**config.mk**
```make
export PLATFORM = sky130hd
export DESIGN_NAME = ifu
export DESIGN_NICKNAME = d
export VERILOG_FILES = /design/src/rtl/ifu.sv
export SDC_FILE = /design/constraint.sdc
export NUM_CORES = 1
export LEC_CHECK = 0
export ABC_AREA = 1
export BUFFER_PORTS_ARGS = -buffer_cell sky130_fd_sc_hd__buf_2
export CORE_MARGIN = 2
export CORE_UTILIZATION = 48
export CTS_CLUSTER_SIZE = 16
export DETAILED_ROUTE_END_ITERATION = 10
export GPL_TIMING_DRIVEN = 1
export PLACE_DENSITY = 0.9
export SLEW_MARGIN = 20
export SYNTH_ARGS = -nofsm -noshare
export SYNTH_HDL_FRONTEND = slang
export SYNTH_SLANG_ARGS = --single-unit
```
**constraint.sdc**
```tcl
create_clock -name clk -period 4.5 [get_ports clk]
set_input_delay 0.675 -clock clk [delete_from_list [all_inputs] [get_ports clk]]
set_output_delay 0.675 -clock clk [all_outputs]
set_load 0.1 [all_outputs]
```
**src/rtl/ifu.sv**
```systemverilog
// Instruction fetch unit: turns single-word fetch requests into
// OCP-style read transactions with alignment, bus-error and timeout handling.
module ifu #(
   parameter int unsigned TIMEOUT_CYCLES = 0
) (
   input  logic        clk,
   input  logic        rst,
   input  logic [31:0] i_addr,
   input  logic        i_rd_cmd,
   output logic [31:0] o_instr_dat,
   output logic        o_busy,
   output logic        o_err_align,
   output logic        o_err_bus,
   output logic [31:0] o_MAddr,
   output logic [2:0]  o_MCmd,
   output logic [3:0]  o_MByteEn,
   input  logic        i_SCmdAccept,
   input  logic [31:0] i_SData,
   input  logic [1:0]  i_SResp
);

   localparam logic [2:0] MCMD_IDLE = 3'b000;
   localparam logic [2:0] MCMD_READ = 3'b010;
   localparam logic [1:0] SRESP_DVA = 2'b01;
   localparam logic [1:0] SRESP_ERR = 2'b11;

   localparam bit          TO_EN   = (TIMEOUT_CYCLES != 0);
   localparam logic [15:0] TO_LAST = 16'(TIMEOUT_CYCLES - 1);

   typedef enum logic [1:0] {
      S_IDLE,
      S_CMD,
      S_RESP
   } state_e;

   state_e      state_q, state_d;
   logic [31:0] addr_q, addr_d;
   logic [31:0] instr_q, instr_d;
   logic        err_align_q, err_align_d;
   logic        err_bus_q, err_bus_d;
   logic [15:0] cnt_q, cnt_d;

   logic aligned;
   logic timeout;

   assign aligned = (i_addr[1:0] == 2'b00);
   // Only meaningful while in CMD or RESP; the counter is cleared on entry.
   assign timeout = TO_EN && (cnt_q == TO_LAST);

   always_comb begin
      state_d     = state_q;
      addr_d      = addr_q;
      instr_d     = instr_q;
      err_align_d = 1'b0;
      err_bus_d   = 1'b0;
      cnt_d       = cnt_q;
      case (state_q)
         S_IDLE: begin
            cnt_d = '0;
            if (i_rd_cmd) begin
               if (aligned) begin
                  addr_d  = {i_addr[31:2], 2'b00};
                  state_d = S_CMD;
               end else begin
                  err_align_d = 1'b1;
                  instr_d     = '0;
               end
            end
         end
         S_CMD: begin
            cnt_d = cnt_q + 16'd1;
            if (timeout) begin
               err_bus_d = 1'b1;
               instr_d   = '0;
               state_d   = S_IDLE;
            end else if (i_SCmdAccept) begin
               state_d = S_RESP;
            end
         end
         S_RESP: begin
            cnt_d = cnt_q + 16'd1;
            // A real response beats a timeout landing in the same cycle.
            if (i_SResp == SRESP_DVA) begin
               instr_d = i_SData;
               state_d = S_IDLE;
            end else if (i_SResp == SRESP_ERR) begin
               instr_d   = '0;
               err_bus_d = 1'b1;
               state_d   = S_IDLE;
            end else if (timeout) begin
               instr_d   = '0;
               err_bus_d = 1'b1;
               state_d   = S_IDLE;
            end
         end
         default: begin
            state_d = S_IDLE;
         end
      endcase
   end

   always_ff @(posedge clk or posedge rst) begin
      if (rst) begin
         state_q     <= S_IDLE;
         addr_q      <= '0;
         instr_q     <= '0;
         err_align_q <= 1'b0;
         err_bus_q   <= 1'b0;
         cnt_q       <= '0;
      end else begin
         state_q     <= state_d;
         addr_q      <= addr_d;
         instr_q     <= instr_d;
         err_align_q <= err_align_d;
         err_bus_q   <= err_bus_d;
         cnt_q       <= cnt_d;
      end
   end

   assign o_busy      = (state_q != S_IDLE) | (i_rd_cmd & aligned);
   assign o_instr_dat = instr_q;
   assign o_err_align = err_align_q;
   assign o_err_bus   = err_bus_q;
   assign o_MAddr     = addr_q;
   assign o_MCmd      = (state_q == S_CMD) ? MCMD_READ : MCMD_IDLE;
   assign o_MByteEn   = (state_q == S_CMD) ? 4'hF : 4'h0;

endmodule
```
==> metrics.md <==
| Metric | Value |
|---|---|
| Unique masters post-synth | `17` |
| Io pins | `144` |
| Final Util | `0.655` |
| Area Growth Syn to Fin | `32.4%` |
| Max-cap violations | `0` |
| Met1 Usage GRT | `0.225` |
| Most common cell after layout, fill and taps aside | `buf_2` |
| Final setup violation count | `0` |
| Status | `complete, no violations` |
| PD cells | `approximately 600 mW/mm²` |
| Post-cts resize count | `0` |
| Critical path data arrival time | `1.56 ns` |
| Crit path launch type | `register` |
| Worst Path Required | `~3.8 ns` |
| RSZ-0062 raised after global routing | `false` |
| Layout cells sized above 1 | `0.396` |
| Global route overflow | `0` |
| I/O Buffers | `139` |
| Clock root cell | `clkbuf_8` |
| Pleak | `0.00228 µW` |
| Flops & latches, synth | `66` |
| Ys Warns | `0` |
| Fin. max-slew vios | `0` |
| Post-DP HPWL | `4420 µm` |
| M3 GR Usage | `0.0330` |
| Post-synthesis sequential area ratio | `0.609` |
| Total Wirelength | `5850 µm` |
| Number of global-route vias before repair | `between 2,000 and 2,500` |
| Post-Place Setup Slack | `2.33 ns` |
| Drt pass-1 iters | `4` |
| Mapped Cells | `304` |
| Worst hold-check path type | `in2async` |
| Final Cycle Share | `0.496` |
| Total core area | `0.00547 mm²` |
| First-pass GRT wire length | `9540 µm` |
| Crit path capture type | `primary output` |
| Nets | `509` |
| Max-slew headroom | `0.548` |
| Mapped Area | `0.00271 mm²` |
| Setup CP Type | `reg2out` |
| Worst-path maximum fanout | `6` |
| CTS buffer count | `9` |
| Initial antenna violation count | `0` |
| Die W | `approximately 79 µm` |
| Setup Buffers After CTS | `0` |
| Synth Area per Inst | `8.91 µm²` |
| Fmax | `approximately 450 MHz` |
| Commonest cells after routing, fill and taps aside | `139 x buf_2, 126 x nand2_1, 66 x dfrtp_1` |
| Hold violation total from the final report | `0` |
| Hold_buf cts | `0` |
| TritonCTS clock tree | `done` |
| Clock Sinks | `66` |
| Ant diodes | `0` |
| Die ar. | `0.00626 mm²` |
| Fin Hold WS | `~0.43 ns` |
| Maximum vdd drop | `0.432 mV` |
| Worst-path clk slew | `around 0.070 ns` |
| # DRC | `0` |
| Clock period minus worst slack | `around 2.2 ns` |
| Initial drt markers | `roughly 110` |
| FP Rows | `27` |
| Slew @ Worst Pin | `0.676 ns` |
| Final WS setup | `between 2 and 2.5 ns` |
| WL per Instance | `11.3 µm` |
| Worst-skew pair later-pin latency | `0.32 ns` |
| GRT busiest layer | `met2` |
| TNS Setup | `0 ns` |
| Register area | `about 0.0017 mm²` |
| Die span in y | `79.1 µm` |
| Vias per cell | `4.46` |
| Pin count of the biggest net entering global routing | `48` |
| Overall Power | `2160 µW` |
| Filler instances | `~480` |
| GR Util All Layers | `0.193` |
| Multi-input gate area | `781 µm²` |
| CTS max path bufs | `2` |
| Routability cong. | `between 0.7 and 0.8` |
| H-tree depth | `3` |
| Clock skew | `0.00884 ns` |
| Vias | `between 2,000 and 2,500` |
| Antenna viol nets, final | `0` |
| GRT met2 Usage | `0.344` |
| Starting Density | `0.495` |
## state kept, by name, summed over array words and instances, names as in the netlist
signal,count
state_q,2
o_err_bus,1
o_err_align,1
o_MAddr,30
o_instr_dat,32
## critical path, stage by stage, from the launching register on
cell,delay (ns)
dfrtp_1,0.40
inv_2,0.07
nor2_1,0.28
buf_2,0.50
## stage by stage
stage               cell area, µm²  instances
floorplan                     2720        307
finish                        3590        516
global placement              3380        500
global route                  3590        516
detailed placement            3380        500
CTS                           3590        516
## power by group
part           switching, µW  leakage [µW]  internal [µW]
Sequential              45.4      0.000873            676
Combinational            819       0.00130            126
Clock                    211      0.000105            283
## area by class of cell
type                    count  area share
flip-flops and latches     66       0.460
clock buffers              11      0.0422
multi-input cells         182       0.218
well taps                  72      0.0251
clock inverters             5      0.0146
repair buffers            142       0.200
inverters                  38      0.0398
## per-layer routing
| layer | vias to the layer above | wire length, µm |
|---|---|---|
| li1 | 1163 | - |
| met1 | 1042 | 2440 |
| met2 | 84 | 2980 |
| met3 | 11 | 297 |
| met4 | 0 | 127 |
| met5 | - | 0 |
## cell families after synthesis
group           share of synthesized area
other cells                       0.00138
compound gates                     0.0572
flops                               0.609
simple gates                        0.225
buf+inv                             0.107
## path summary, 6_finish.rpt
path	start	end	slack, ns	cells past startpoint
max	state_q[0]$_DFFE_PP0P_	o_MCmd[1]	2.27	3
min	rst	o_instr_dat[17]$_DFFE_PP0P_	0.43	2
max reg2reg	state_q[0]$_DFFE_PP0P_	o_instr_dat[8]$_DFFE_PP0P_	2.82	6
min reg2reg	o_instr_dat[15]$_DFFE_PP0P_	o_instr_dat[15]$_DFFE_PP0P_	0.47	2
max in group asynchronous	rst	o_instr_dat[31]$_DFFE_PP0P_	3.19	3
min in group clk	o_instr_dat[15]$_DFFE_PP0P_	o_instr_dat[15]$_DFFE_PP0P_	0.47	2
## synthesized netlist by cell type, drive strengths merged
cell / n / area, µm²
nand3b: 1 / 7.51
inv: 38 / 143
nor2: 5 / 21.3
nor3: 1 / 16.3
nand3: 1 / 5.00
nand2: 138 / 548
conb: 1 / 3.75
buf: 21 / 146
dfrtp: 66 / 1650
nand4: 1 / 12.5
o21ai: 31 / 155
Note: power is estimated with default switching activity, not from simulation.
